`src/rtl/pio_fifo_pair.sv`:
```
// TX/RX FIFO pair for one PIO state machine.
// Both directions share one 2*DEPTH-entry storage array. Unjoined, TX owns the
// lower half and RX the upper half; when joined, the enabled direction owns the
// whole array and the other direction has zero capacity (reads empty and full).
// Reads are first-word-fall-through: dout is always the entry at the head pointer.
module pio_fifo_pair #(
   parameter  int WIDTH = 32,
   parameter  int DEPTH = 4,
   localparam int LW    = $clog2(2*DEPTH) + 1
) (
   input  logic             clk,
   input  logic             reset_n,
   // Join selector; "join" itself is a reserved word, hence join_mode.
   input  logic [1:0]       join_mode,
   input  logic             flush,
   input  logic             clr_flags,
   input  logic             tx_push,
   input  logic [WIDTH-1:0] tx_din,
   input  logic             tx_pull,
   output logic [WIDTH-1:0] tx_dout,
   output logic             tx_empty,
   output logic             tx_full,
   output logic [LW-1:0]    tx_level,
   input  logic             rx_push,
   input  logic [WIDTH-1:0] rx_din,
   input  logic             rx_pull,
   output logic [WIDTH-1:0] rx_dout,
   output logic             rx_empty,
   output logic             rx_full,
   output logic [LW-1:0]    rx_level,
   output logic             tx_over,
   output logic             rx_under
);

   localparam int AW = $clog2(2*DEPTH);

   // Encoding 2'b11 behaves exactly like JOIN_NONE but is kept distinct so a
   // change between 00 and 11 is still seen as a join change.
   typedef enum logic [1:0] {
      JOIN_NONE = 2'b00,
      JOIN_TX   = 2'b01,
      JOIN_RX   = 2'b10,
      JOIN_ALT  = 2'b11
   } join_e;

   // Pointers are relative to the direction's base entry and wrap at its capacity.
   typedef struct packed {
      logic [AW-1:0] head;
      logic [AW-1:0] tail;
      logic [LW-1:0] level;
   } fifo_t;

   join_e            join_q;
   fifo_t            tx_q, rx_q, tx_d, rx_d;
   logic [WIDTH-1:0] mem [2*DEPTH];

   logic [LW-1:0]    tx_cap, rx_cap;
   logic [AW-1:0]    rx_base;
   logic [AW-1:0]    tx_waddr, tx_raddr, rx_waddr, rx_raddr;
   logic             clear;
   logic             tx_push_ok, tx_pull_ok, rx_push_ok, rx_pull_ok;

   // Advance a relative pointer, wrapping at the current capacity.
   function automatic logic [AW-1:0] ptr_inc(input logic [AW-1:0] ptr,
                                             input logic [LW-1:0] cap);
      if ({1'b0, ptr} == cap - LW'(1))
         return '0;
      else
         return ptr + AW'(1);
   endfunction

   // Next pointer/level state for one direction.
   function automatic fifo_t fifo_next(input fifo_t         cur,
                                       input logic [LW-1:0] cap,
                                       input logic          clr,
                                       input logic          push_ok,
                                       input logic          pull_ok);
      fifo_t nxt;
      nxt = cur;
      if (clr) begin
         nxt = '0;
      end else begin
         if (push_ok) nxt.tail = ptr_inc(cur.tail, cap);
         if (pull_ok) nxt.head = ptr_inc(cur.head, cap);
         if (push_ok && !pull_ok)
            nxt.level = cur.level + LW'(1);
         else if (pull_ok && !push_ok)
            nxt.level = cur.level - LW'(1);
      end
      return nxt;
   endfunction

   // Capacity and storage base of each direction for the registered join mode.
   always_comb begin
      // NOTE: every output of a combinational block gets a default first, so no
      // path through the case can leave it unassigned and infer a latch.
      tx_cap  = LW'(DEPTH);
      rx_cap  = LW'(DEPTH);
      rx_base = AW'(DEPTH);
      case (join_q)
         JOIN_TX: begin
            tx_cap = LW'(2*DEPTH);
            rx_cap = '0;
         end
         JOIN_RX: begin
            tx_cap  = '0;
            rx_cap  = LW'(2*DEPTH);
            rx_base = '0;
         end
         default: ;
      endcase
   end

   // Status decode from registered state only; nothing here sees push/pull.
   assign tx_level = tx_q.level;
   assign rx_level = rx_q.level;
   assign tx_empty = (tx_q.level == '0);
   assign rx_empty = (rx_q.level == '0);
   assign tx_full  = (tx_q.level == tx_cap);
   assign rx_full  = (rx_q.level == rx_cap);

   // A join change flushes like an explicit flush and discards all traffic.
   assign clear = flush || (join_mode != join_q);

   assign tx_push_ok = tx_push && !tx_full  && !clear;
   assign tx_pull_ok = tx_pull && !tx_empty && !clear;
   assign rx_push_ok = rx_push && !rx_full  && !clear;
   assign rx_pull_ok = rx_pull && !rx_empty && !clear;

   // Absolute array addresses: TX always starts at entry 0.
   assign tx_waddr = tx_q.tail;
   assign tx_raddr = tx_q.head;
   assign rx_waddr = rx_base + rx_q.tail;
   assign rx_raddr = rx_base + rx_q.head;

   assign tx_dout = mem[tx_raddr];
   assign rx_dout = mem[rx_raddr];

   // Next-state for both directions.
   always_comb begin
      tx_d = fifo_next(tx_q, tx_cap, clear, tx_push_ok, tx_pull_ok);
      rx_d = fifo_next(rx_q, rx_cap, clear, rx_push_ok, rx_pull_ok);
   end

   // Pointer, level and join-mode registers.
   always_ff @(posedge clk or negedge reset_n) begin
      // NOTE: sequential state uses non-blocking assignments so every register
      // samples pre-edge values regardless of statement order.
      if (!reset_n) begin
         tx_q   <= '0;
         rx_q   <= '0;
         join_q <= JOIN_NONE;
      end else begin
         tx_q   <= tx_d;
         rx_q   <= rx_d;
         join_q <= join_e'(join_mode);
      end
   end

   // Storage writes; the two directions never target the same entry.
   always_ff @(posedge clk) begin
      // NOTE: the array has no reset; the levels alone define which entries are
      // valid, so clearing the contents would buy nothing.
      if (tx_push_ok) mem[tx_waddr] <= tx_din;
      if (rx_push_ok) mem[rx_waddr] <= rx_din;
   end

   // Sticky error flags; a set in the same cycle as a clear wins.
   always_ff @(posedge clk or negedge reset_n) begin
      if (!reset_n) begin
         tx_over  <= 1'b0;
         rx_under <= 1'b0;
      end else begin
         if (tx_push && tx_full)
            tx_over <= 1'b1;
         else if (clr_flags)
            tx_over <= 1'b0;

         if (rx_pull && rx_empty)
            rx_under <= 1'b1;
         else if (clr_flags)
            rx_under <= 1'b0;
      end
   end

endmodule

```
`config.mk`:
```
export PLATFORM = sky130hd
export DESIGN_NAME = pio_fifo_pair
export DESIGN_NICKNAME = d
export VERILOG_FILES = /design/src/rtl/pio_fifo_pair.sv
export SDC_FILE = /design/constraint.sdc
export NUM_CORES = 1
export LEC_CHECK = 0
export CORE_ASPECT_RATIO = 0.75
export CORE_MARGIN = 2
export CORE_UTILIZATION = 55
export CTS_CLUSTER_SIZE = 16
export DETAILED_ROUTE_END_ITERATION = 6
export PLACE_DENSITY = 0.77
export RECOVER_POWER = 100
export SLEW_MARGIN = 10
export SYNTH_ARGS = -nofsm -noshare
export SYNTH_HDL_FRONTEND = slang
export SYNTH_SLANG_ARGS = --single-unit
```
`constraint.sdc`:
```
create_clock -name clk -period 4.95 [get_ports clk]
set_clock_uncertainty 0.1 [all_clocks]
set_input_delay 1.485 -clock clk [delete_from_list [all_inputs] [get_ports clk]]
set_output_delay 1.485 -clock clk [all_outputs]
set_load 0.05 [all_outputs]
```
== After elaboration in Yosys (flattened, before gate mapping) ==
Memory sizes are Yosys's and may differ from the RTL's.
Cells that the tools add are included.
Word-level totals
  flip-flop bits (word level): 24
  RAM bits: 256
  bits of input ports: 74
  output and inout bits: 78
  memories kept: 1
Operators by class
  add/subtract/negate cells: 12
  equal/unequal tests: 9
  multiplexer cells: 24
  reduce and logical (&&, ||, !) cells: 34
Memories
  mem: depth 8, width 32, rd ports 2, clocked after memory_dff 0, write ports 2, RTL line 55  | logic [WIDTH-1:0] mem [2*DEPTH];
Operators by type and width (count)
  $mux W3: 9
  $mux W10: 2
  $eq A3 B4 Y1: 4
  $mux W4: 4
  $pmux W4 S2: 2
  $sub A4 B1 Y4 const B: 4
  $logic_and A1 B1 Y1: 14
  $add A3 B1 Y3 const B: 4
  $reduce_bool A2 Y1: 6
  $logic_not A1 Y1: 9
  $add A4 B1 Y4 const B: 2
  $eq A4 B4 Y1: 2
  $logic_not A4 Y1: 2
  $mux W1: 7
  $add A3 B3 Y3: 2
  $reduce_bool A3 Y1: 2
  $eq A2 B1 Y1 const B: 1
  $eq A2 B2 Y1 const B: 1
  $ne A2 B2 Y1: 1
  $logic_or A1 B1 Y1: 1

== Longest topological paths before layout ==
  depth after elaboration: 11
  mapped depth: 13
  depth with buffers taken out: 11

== Worst setup path after synthesis ==
OpenSTA, ideal clock, no wires.
  path type: in2reg
  from: input join_mode[1]
  to: memory mem[3][0], enable pin
  setup time: 0.466 ns
  arrival time: 4.839 ns
  required time: 4.384 ns
  path slack: -0.454 ns
  cell stages on the path: 5
  path buffers: 1
  path through: xor2_1 > or3_1 > buf_2 > or3_1 > o21ai_0
RTL lines
  start: declaration: RTL line 14  | input logic [1:0] join_mode,
  end: declaration: RTL line 55

== Worst setup path after layout ==
  from: register join_q[0]
  to: output rx_dout[0]
On the way
  word-level cells in the longest chain between the ends: 4
RTL lines
  start: declaration: RTL line 53  | join_e join_q;
  start signal: assignment: RTL line 156  | join_q <= join_e'(join_mode);
  $eq A2 B2 Y1: RTL line 100  | case (join_q)
  $mux W3: RTL line 100
  $add A3 B3 Y3: RTL line 134  | assign rx_raddr = rx_base + rx_q.head;
  $mem_v2 Z8 W32
  end: declaration: RTL line 27  | output logic [WIDTH-1:0] rx_dout,
No other way between the ends.

==> reports/results.txt <==
Outcome -> finished clean
Post-CTS Repair Setup Buffers -> 0
Highest cell delay on the worst timing path -> 0.71 ns
Power per standard cell area -> 279.6 mW/mm²
Fraction of registers with async set or reset after synthesis -> 0.08571
Die footprint -> 0.03115 mm²
Library cell contributing the largest single delay on the critical path -> clkdlybuf4s50_1
Summed area of non-filler cells in the final layout -> 0.01918 mm²
IR Drop Worst-Case VDD -> 0.2499 mV
Via total after detailed routing -> 9,763
Max-cap check violation count -> 0
Average instance area after synthesis -> 17.20 µm²
Family of cells with the greatest summed delay on the critical path -> buffers and inverters
Router iterations before antenna repair -> 5
Reg clk slew, reported paths -> 0.06 ns
Start of the worst register-to-register path -> join_q[0]
Start-to-end type of the worst setup path -> reg -> out
CTS hold repair buffers -> 0
Maximum number of pins on one net before global-route repair -> 50
Combined global-route utilization of all metal layers -> 0.2664
Chain of cells forming the critical path -> inv_1 -> ha_1 -> xor2_4 -> buf_4 -> mux2_2 -> clkdlybuf4s50_1
Total cell area at the placement stage -> 0.01860 mm²
Flop pwr share -> 0.490
RSZ-0062 raised after global routing -> no
Synth Net Count -> 1,037
Worst slack, placed -> 0.5156 ns
Fraction of the core area covered by cells at the end of the flow -> 0.6573
Hold slack -> 0.4183 ns
Global-route wire length before repair -> 62,400 µm
Average via count per standard cell -> 6.431
F_max -> 205.0 MHz
Predominant post-synthesis flop cell -> edfxtp_1
Period minus WS final -> 4.878 ns
Switching power summed over all nets -> 1.287 mW
Number of remaining DRC errors -> 0
Antenna cell count -> 0
Port Buffer Count -> 151
Root buffer cell -> clkbuf_16
Height of the die -> 153.4 µm
Final weighted congestion in routability-driven placement -> 0.7579
Endpoint kind of the worst setup timing path -> output port
Hold path depth -> 1
FF-to-FF End -> mem[4][13]
Overflow left after global routing -> 0
Number of cells traversed by the worst register-to-register path -> 9
Layout filler cell count -> 2,095
Flip-flop and latch count after synthesis -> 280
I/O Pins -> 152
Reg2reg setup slack -> 1.10 ns
DIE WIDTH -> 203.1 µm
Clock network fraction of total power -> 0.392
Post-synth cell types -> 46
Remaining antenna violation count -> 0
Total clock buffers created by CTS -> 29
Total setup violations reported at the end of the flow -> 0
Sort of element at the start of the critical path -> flop
CP bufs+invs -> 3
Slew at the pin with the worst max-slew slack -> 1.176 ns
Clock tree from TritonCTS -> yes
Total Power Consumption -> 5.363 mW
Most frequent cells in the layout -> 280 x mux2_2, 256 x edfxtp_1, 128 x mux4_2
Final Max Tran Viols -> 0
Count of mapped cells out of synthesis -> 951
Combinational fraction of design power -> 0.118
Setup slack after layout -> 0.07213 ns
Detailed Place HPWL -> 25,250 µm
Int Power -> 4.076 mW
Sequential cell area fraction in the yosys report -> 0.5067
Portion of the clock cycle consumed by the worst path in the final layout -> 0.9854
Violation count after the first detailed-route iteration -> 773
Initial antenna violation count -> 1
Deepest clock path buffer count -> 3
Clock latency at the later pin of the worst-skew pair -> 0.54 ns
Leak pwr -> 6.265 nW
Required time of the critical path -> 3.37 ns
Clock Sinks -> 280
Drt wl/cell -> 26.79 µm
Wirelength, routed -> 40,670 µm
Proportion of layout cells with a drive suffix above 1 -> 0.4520
Crit path max fanout -> 23
Gates resized, CTS repair -> 0
Total standard cell area after synthesis -> 0.01636 mm²
Endpoint arrival time on the critical path -> 3.29 ns
Number of synthesized flops with an enable pin -> 256
Hold Vio Cnt, Final -> 0
Slew headroom -> 0.2162
Terminating pin of the worst hold path -> tx_over
Signed area change from the synthesized netlist to the final layout -> 17.28%
Net count of the finished layout -> 1,189
Switching power as a share of total power -> 0.2399
CTS H-Tree Depth -> 1
CORE AREA -> 0.02919 mm²
Commonest non-fill, non-tap cell in the layout -> mux2_2
Placement Rows -> 54
Number of cells on the critical path -> 6
Effective utilization at floorplan -> 0.5604
Worst Hold Class -> reg -> reg
Count of yosys warnings during synthesis -> 0
Via count of the first global-routing pass -> 10,120
Launch point of the worst hold path -> tx_over
-- power by group through the flow --
stage | clock network, mW | logic (mW) | registers (mW)
after global routing | 2.21 | 0.676 | 2.63
after detailed placement | 0 | 0.656 | 2.68
after global placement | 0 | 0.646 | 2.68
after floorplan | 0 | 0.399 | 2.68
after CTS | 2.13 | 0.660 | 2.63
final | 2.10 | 0.634 | 2.63
-- per-stage QoR --
stage / TNS [ns] / cells
floorplan: -49.01 / 951
global placement: 0 / 1464
detailed placement: 0 / 1464
CTS: 0 / 1518
global route: 0 / 1518
finish: 0 / 1518
-- cell usage after synthesis, types with 2 or more instances --
| master | instances | area (µm²) |
|---|---|---|
| or4_1 | 2 | 15.01 |
| mux2_4 | 29 | 435.4 |
| mux2_2 | 287 | 3232 |
| mux4_2 | 128 | 2883 |
| mux2_1 | 4 | 45.04 |
| nor3_1 | 9 | 45.04 |
| xnor2_1 | 6 | 52.55 |
| a21oi_1 | 7 | 35.03 |
| nor2_1 | 20 | 75.07 |
| or3_1 | 4 | 25.02 |
| nor2b_1 | 3 | 18.77 |
| o21bai_1 | 2 | 15.01 |
| nand2_2 | 2 | 12.51 |
| nor3b_1 | 2 | 15.01 |
| ha_1 | 10 | 125.1 |
| buf_1 | 6 | 22.52 |
| a21o_1 | 2 | 15.01 |
| o21ai_0 | 8 | 40.04 |
| edfxtp_1 | 256 | 7687 |
| nand2b_1 | 2 | 12.51 |
| a22o_1 | 2 | 17.52 |
| fa_1 | 2 | 40.04 |
| clkbuf_1 | 23 | 86.33 |
| dfrtp_1 | 24 | 600.6 |
| and2_1 | 3 | 18.77 |
| buf_4 | 19 | 142.6 |
| buf_2 | 18 | 90.09 |
| a211oi_1 | 2 | 15.01 |
| mux2i_1 | 10 | 100.1 |
| buf_6 | 9 | 101.4 |
| inv_1 | 14 | 52.55 |
| nor4_1 | 4 | 25.02 |
| xor2_1 | 11 | 96.34 |
| and3_1 | 4 | 25.02 |
| a31oi_1 | 2 | 12.51 |
| nand2_1 | 5 | 18.77 |
-- cell type report --
class | count | area, µm² | share of cell area
sequential | 280 | 8299 | 0.4326
timing repair buffer | 196 | 1943 | 0.1013
clock buffer | 37 | 755.7 | 0.03939
tap | 392 | 490.5 | 0.02557
inverter | 14 | 52.55 | 0.002739
multi-input combinational | 582 | 7505 | 0.3912
clock inverter | 17 | 138.9 | 0.007239
-- sequential cells by signal, summed over array words and instances (netlist names) --
register  count
tx_over       1
tx_level      4
rx_level      4
tx_waddr      3
join_q        2
rx_q          6
tx_raddr      3
mem         256
rx_under      1
-- worst max-delay path by stage --
stage | from | endpoint | slack, ns
finish | join_q[0] | rx_dout[0] | 0.07
global route | join_q[0] | rx_dout[0] | 0.005
CTS | join_q[0] | rx_dout[0] | 0.07
detailed placement | join_mode[1] | tx_level[3] | 0.52
global placement | join_mode[1] | mem[2][24] | 0.57
floorplan | join_mode[1] | mem[3][0] | -0.45
-- layer usage --
| metal | routed length, µm | vias to the layer above | share of wire | global-route usage |
|---|---|---|---|---|
| met3 | 2902 | 45 | 0.071 | 0.03625 |
| met2 | 19360 | 401 | 0.48 | 0.4307 |
| met1 | 17760 | 5119 | 0.44 | 0.3941 |
| li1 | - | 4198 | - | - |
| met4 | 648 | 0 | 0.016 | 0.04762 |
| met5 | 0 | - | 0 | 0 |
-- cell families after synthesis --
family | count (synthesis) | share of synthesized area
buffers and inverters | 89 | 0.03029
AO/OA/AOI/OAI | 29 | 0.01170
flip-flops | 280 | 0.5067
AND/OR/NAND/NOR | 66 | 0.02287
adder cells (fa/ha/maj) | 12 | 0.01010
XOR/XNOR | 17 | 0.009102
multiplexers | 458 | 0.4093
No activity file was read; power rests on OpenSTA's default activity.
